<file path="src/rtl/mult_ctrl.sv">
// rtl/mult_ctrl.sv - sequencing controller between the pipeline and an iterative multiplier
module mult_ctrl #(
  parameter int TIMEOUT = 40
) (
  input  logic        clock_i,
  input  logic        reset_i,
  input  logic        req_i,
  input  logic [31:0] op_a_i,
  input  logic [31:0] op_b_i,
  input  logic [4:0]  tag_in_i,
  input  logic        flush_i,
  output logic        mult_enable_o,
  output logic [31:0] mult_multiplicand_o,
  output logic [31:0] mult_multiplier_o,
  input  logic        mult_ready_i,
  input  logic [31:0] mult_result_i,
  input  logic        mult_exception_i,
  output logic        stall_o,
  output logic        done_o,
  output logic [31:0] result_o,
  output logic        exception_o,
  output logic        timeout_err_o,
  output logic [4:0]  tag_out_o
);

  typedef enum logic [1:0] {
    S_IDLE,
    S_START,
    S_BUSY,
    S_DONE
  } state_t;

  localparam logic [5:0] TIMEOUT_CNT = 6'(TIMEOUT);

  state_t      state_q, state_d;
  logic [5:0]  cnt_q, cnt_d;
  logic [31:0] op_a_q, op_a_d;
  logic [31:0] op_b_q, op_b_d;
  logic [4:0]  tag_q, tag_d;
  logic [31:0] result_q, result_d;
  logic        exc_q, exc_d;
  logic [4:0]  tag_out_q, tag_out_d;

  logic accept;
  logic ready_ok;
  logic timeout_hit;
  logic capture;

  // A ready seen on the first BUSY cycle may belong to the previous operation.
  assign accept      = (state_q == S_IDLE) && req_i && !flush_i;
  assign ready_ok    = mult_ready_i && (cnt_q != 6'd0);
  assign timeout_hit = (cnt_q == TIMEOUT_CNT);
  assign capture     = (state_q == S_BUSY) && ready_ok && !flush_i;

  always_ff @(posedge clock_i or posedge reset_i) begin
    if (reset_i) begin
      state_q <= S_IDLE;
    end else begin
      state_q <= state_d;
    end
  end

  always_comb begin
    state_d = state_q;
    case (state_q)
      S_IDLE:  if (accept) state_d = S_START;
      S_START: state_d = flush_i ? S_IDLE : S_BUSY;
      S_BUSY: begin
        if (flush_i) begin
          state_d = S_IDLE;
        end else if (ready_ok) begin
          state_d = S_DONE;
        end else if (timeout_hit) begin
          state_d = S_IDLE;
        end
      end
      S_DONE:  state_d = S_IDLE;
      default: state_d = S_IDLE;
    endcase
  end

  always_comb begin
    mult_enable_o = (state_q == S_START);
    stall_o       = (state_q == S_START) || (state_q == S_BUSY) || accept;
    done_o        = (state_q == S_DONE) && !flush_i;
    timeout_err_o = (state_q == S_BUSY) && timeout_hit && !ready_ok && !flush_i;
  end

  always_comb begin
    op_a_d    = op_a_q;
    op_b_d    = op_b_q;
    tag_d     = tag_q;
    cnt_d     = cnt_q;
    result_d  = result_q;
    exc_d     = exc_q;
    tag_out_d = tag_out_q;
    if (accept) begin
      op_a_d = op_a_i;
      op_b_d = op_b_i;
      tag_d  = tag_in_i;
    end
    if (state_q == S_START) begin
      cnt_d = 6'd0;
    end else if (state_q == S_BUSY && cnt_q != 6'd63) begin
      cnt_d = cnt_q + 6'd1;
    end
    if (capture) begin
      result_d  = mult_result_i;
      exc_d     = mult_exception_i;
      tag_out_d = tag_q;
    end
  end

  always_ff @(posedge clock_i or posedge reset_i) begin
    if (reset_i) begin
      op_a_q    <= 32'd0;
      op_b_q    <= 32'd0;
      tag_q     <= 5'd0;
      cnt_q     <= 6'd0;
      result_q  <= 32'd0;
      exc_q     <= 1'b0;
      tag_out_q <= 5'd0;
    end else begin
      op_a_q    <= op_a_d;
      op_b_q    <= op_b_d;
      tag_q     <= tag_d;
      cnt_q     <= cnt_d;
      result_q  <= result_d;
      exc_q     <= exc_d;
      tag_out_q <= tag_out_d;
    end
  end

  assign mult_multiplicand_o = op_a_q;
  assign mult_multiplier_o   = op_b_q;
  assign result_o            = result_q;
  assign exception_o         = exc_q;
  assign tag_out_o           = tag_out_q;

endmodule

</file>
<file path="config.mk">
export PLATFORM = sky130hd
export DESIGN_NAME = mult_ctrl
export DESIGN_NICKNAME = d
export VERILOG_FILES = /design/src/rtl/mult_ctrl.sv
export SDC_FILE = /design/constraint.sdc
export NUM_CORES = 1
export LEC_CHECK = 0
export CORE_MARGIN = 2
export CORE_UTILIZATION = 41
export CTS_CLUSTER_SIZE = 40
export DETAILED_ROUTE_END_ITERATION = 10
export GPL_TIMING_DRIVEN = 0
export PLACE_DENSITY = 0.83
export RECOVER_POWER = 50
export SYNTH_ARGS = -nofsm -noshare
export SYNTH_HDL_FRONTEND = slang
export SYNTH_SLANG_ARGS = --single-unit
</file>
<file path="constraint.sdc">
create_clock -name clock_i -period 5.3 [get_ports clock_i]
set_clock_uncertainty 0.05 [all_clocks]
set_input_delay 1.06 -clock clock_i [delete_from_list [all_inputs] [get_ports clock_i]]
set_output_delay 1.06 -clock clock_i [all_outputs]
set_load 0.005 [all_outputs]
</file>
# --- Word level (Yosys, flattened, before mapping) ---
# Index checks and enable logic that the tools add are counted.
word_totals:
  register_bits: 115
  latchBits: 0
  ram_bits: 0
  romBits: 0
  in_bits: 107
  out_inout_bits: 106
  elab_cells: 42
  mem_count: 0
classes:
  n_addsub: 1
  mul: 0
  div_mod_pow: 0
  order_cmp: 0
  eq_ne: 7
  n_shift: 0
  n_mux: 8
  bitwise: 0
  reduce_logical: 18
op_table:
  columns: ["cell", "count"]
  rows:
  - ["2-to-1 mux 6 bit", 2]
  - ["logical AND 1 bit", 10]
  - ["2-to-1 mux 2 bit", 5]
  - ["one-hot mux 2 bit (4 select lines)", 1]
  - ["adder 6 x 1 -> 6 bit, second input constant", 1]
  - ["== test 6 bit, second input constant", 1]
  - ["inequality test 6 bit, second input constant", 1]
  - ["nonzero test 6 bit", 1]
  - ["== test 2 bit, second input constant", 2]
  - ["inequality test 4 bit, second input constant", 1]
  - ["== test 2 x 1 -> 1 bit, second input constant", 1]
  - ["zero test 1 bit", 2]
  - ["zero test 2 bit", 1]
  - ["logical OR 1 bit", 2]
  - ["inequality test 2 bit, second input constant", 1]
  - ["AND reduction 2 bit", 1]
  - ["nonzero test 2 bit", 1]

# --- Logic depth before layout (Yosys ltp) ---
depth:
  depth_word: 5
  depth_mapped: 7
  depth_no_buf: 6

# --- Least setup slack after synthesis ---
# No wires, ideal clock.
synth_path:
  path_type: "input port to output port"
  startpoint: "in flush_i"
  endpoint: "out stall_o"
  arrival_time_ps: 1587
  required_ps: 4190
  slack_ps: 2603
  cell_stages: 3
  n_path_buf: 1
  path_cell_list: "nand3b_1 buf_2 nand2b_1"
synth_between:
  elab_chain_len: 3
synth_lines:
  columns: ["item", "line", "rtl"]
  rows:
  - ["from (decl)", "11", "input logic flush_i,"]
  - ["zero test 1 bit", "50", "assign accept = (state_q == S_IDLE) && req_i && !flush_i;"]
  - ["logical AND 1 bit", "50", null]
  - ["logical OR 1 bit", "84", "stall_o = (state_q == S_START) || (state_q == S_BUSY) || accept;"]
  - ["to (decl)", "18", "output logic stall_o,"]
# Every way passes these cells.

# --- Worst setup path after layout ---
# Same ends and word-level chain as after synthesis.

==> flow_summary.yaml <==
place:
  globalplace.congestion: 0.730
  io_buffers: 212
  dp_slack_ps: 1200
  hpwl_mm: 8.11
  place_area_um2: 6880
  post-place-cells: 640
cells_and_area:
  fillers: 810
  final_core_util_pct: 68.6
  nets: 633
  stdcell_count: 670
  mostFrequentLayoutCells: "clkdlybuf4s50_1 (210), dfrtp_1 (115), mux2_2 (107), clkbuf_16 (16), nor2_1 (8)"
  syn_to_final_growth_pct: 63.5
  antenna_cells: 0
  drive_above_1_share_pct: 27.7
  stdcell_area_um2: 7440
  final_common_cell: "clkdlybuf4s50_1"
global_routing:
  grt_max_degree: 69
  grt-ovfl-total: 0
  grt_pass1_vias: 3428
  grt_pass1_wl_mm: 16.8
  track_usage_pct: 18.7
  grt_antenna_before_repair: 0
worst_hold_path:
  hold_depth: 1
  min_to: "tag_out_o[2]"
  worstHoldStart: "tag_q[2]"
  hold_class: "reg -> reg"
timing:
  setup_slack_ps: 1120
  slew_violations: 118
  finalCritPeriodShare_pct: 78.8
  max-slew-margin-rel_pct: -42.1
  setup_viol: 0
  hold_violations: 0
  rsz0062_at_grt: "false"
  fmax_ghz: 0.239
  worst_pin_slew_ps: 2120
  finalCriticalPeriod_ps: 4180
clock_tree:
  clk_pin_slew_worst_paths_ps: 50
  cts_inserted_buffers: 17
  clockBufferDepth: 2
  post_cts_resized: 0
  root_buffer: "clkbuf_8"
  cts-hold-fix-buffers: 0
  cts_tree: "built"
  cts_sinks: 115
  clk_latency_ps: 500
  htreeDepth: 4
  postCtsSetupRepairBufs: 0
worst_setup_path:
  reg2reg_setup_slack_ps: 3170
  required_ps: 4190
  reg2reg_depth: 6
  crit_path_max_incr_delay_ps: 590
  cpMaxStageDelayCell: "dlygate4sd3_1"
  cp-end-kind: "output port"
  r2r_end: "result_o[28]"
  critPathMaxFanout: 10
  startpoint_type: "input pin"
  worstSetupPathType: "in -> out"
  cp.arrival_ps: 3070
  cp.depth: 5
  r2r_start: "cnt_q[0]"
  cpLargestDelayFamily: "buffers and inverters"
  critPathBufInv: 3
  path_cells: "dlygate4sd3_1 > nand3b_1 > buf_2 > nand2b_1 > clkdlybuf4s50_1"
floorplanning:
  die_h_um: 109
  start_util_pct: 42.0
  die_w_um: 109
  rows: 38
  ioPinCount: 213
  die_area_um2: 12000
  core_um2: 10800
route:
  vias_per_cell: 4.78
  drc: 0
  finalWirelength_mm: 10.9
  drtIter0Drc: 60
  antenna_left: 0
  routed-via-count: 3200
  wl_per_cell_um: 16.3
  drt_first_pass_iters: 4
synth:
  avgSynthCellArea_um2: 15.9
  ys_ff_latch: 115
  synth_top_area_share_pct: 63.3
  synth_area_leader_cell: "dfrtp_1"
  ys_seq_area_share_pct: 63.3
  yosysWarnings: 0
  postSynthCellCount: 287
  synth_nets: 401
  synth_area_leaders: "dfrtp_1 (63%), mux2_2 (27%), ha_1 (1.9%), buf_2 (0.77%), xor2_1 (0.77%)"
  synthArstFlopShare_pct: 100
  synth-edff-count: 0
  netlist_area_um2: 4550
  synthDistinctLibCells: 28
  synth_flop_cell: "dfrtp_1"
run:
  maxCapViolations: 2
power:
  max-vdd-ir-drop_mv: 0.268
  power.density_nw_per_um2: 528
  total_power_mw: 3.93
  p_leak_nw: 3.29
run_status:
  outcome: "finished, violations left"
  violations: "capacitance limit, slew limit"
registers in the layout, indices dropped and copies added (netlist names):
name                 cells
mult_multiplicand_o     32
mult_multiplier_o       32
result_o                32
cnt_q                    6
tag_out_o                5
tag_q                    5
state_q                  2
exception_o              1
routing by layer:
layer	global-route usage, %	share of wire [%]	up-vias	routed length (µm)
met5	0	0	-	0
met4	8.14	1.9	0	207
met3	7.11	9.2	16	1010
met2	32.1	51	141	5560
met1	20.7	38	1570	4150
li1	-	-	1473	-
synthesized netlist by cell type, drive strengths merged, types with 2 or more instances:
cell	count
nand2	3
mux2i	2
buf	11
and2	2
nand3b	2
inv	6
nor2b	2
mux2	108
o211ai	2
nand3	2
nor3b	2
and3	2
ha	7
nor2	8
dfrtp	115
xor2	4
o21ai	2
worst max-delay path by stage:
stage	startpoint	endpoint	slack, ps
2_1_floorplan	reset_i	cnt_q[0]	1150
3_3_place_gp	reset_i	mult_multiplier_o[3]	-410
3_5_place_dp	flush_i	stall_o	1200
4_1_cts	flush_i	stall_o	1190
5_1_grt	reset_i	mult_multiplicand_o[19]	720
6_report	flush_i	stall_o	1120
report_power, final:
group	leakage [nW]	total (mW)	internal (mW)	switching, mW
clock	0.302	1.17	0.792	0.375
combinational	1.53	1.36	0.945	0.412
sequential	1.45	1.40	1.23	0.174
through the flow:
stage | setup TNS (ps) | hold WS (ps)
global placement | -46510 | 433
global route | 0 | 464
CTS | 0 | 455
detailed placement | 0 | 442
finish | 0 | 450
floorplan | 0 | 425
logic make-up after synthesis:
family                   Yosys count  synth area share (%)
flip-flops                       115                  63.3
multiplexers                     110                  27.2
AND/OR/NAND/NOR                   25                  3.14
buffers and inverters             17                  2.09
AO/OA/AOI/OAI                      8                  1.46
adder cells (fa/ha/maj)            7                  1.93
XOR/XNOR                           5                 0.963
worst register-to-register path, cell delays in order, from the launching register on:
cell and delay [ps]:
dfrtp_1 390, inv_1 100, ha_1 160, nor3b_4 250, a21o_4 180, clkbuf_1 480
mux2_2 410
area by class of cell:
| type | count | area, µm² | area share [%] |
|---|---|---|---|
| Clock inverter | 10 | 156 | 2.10 |
| Sequential cell | 115 | 2880 | 38.7 |
| Clock buffer | 20 | 455 | 6.12 |
| Tap cell | 140 | 175 | 2.35 |
| Buffer | 11 | 47.5 | 0.639 |
| Timing Repair Buffer | 213 | 2130 | 28.6 |
| Inverter | 6 | 23.8 | 0.320 |
| Multi-Input combinational cell | 155 | 1580 | 21.2 |
Power figures use the tool's default switching activity.
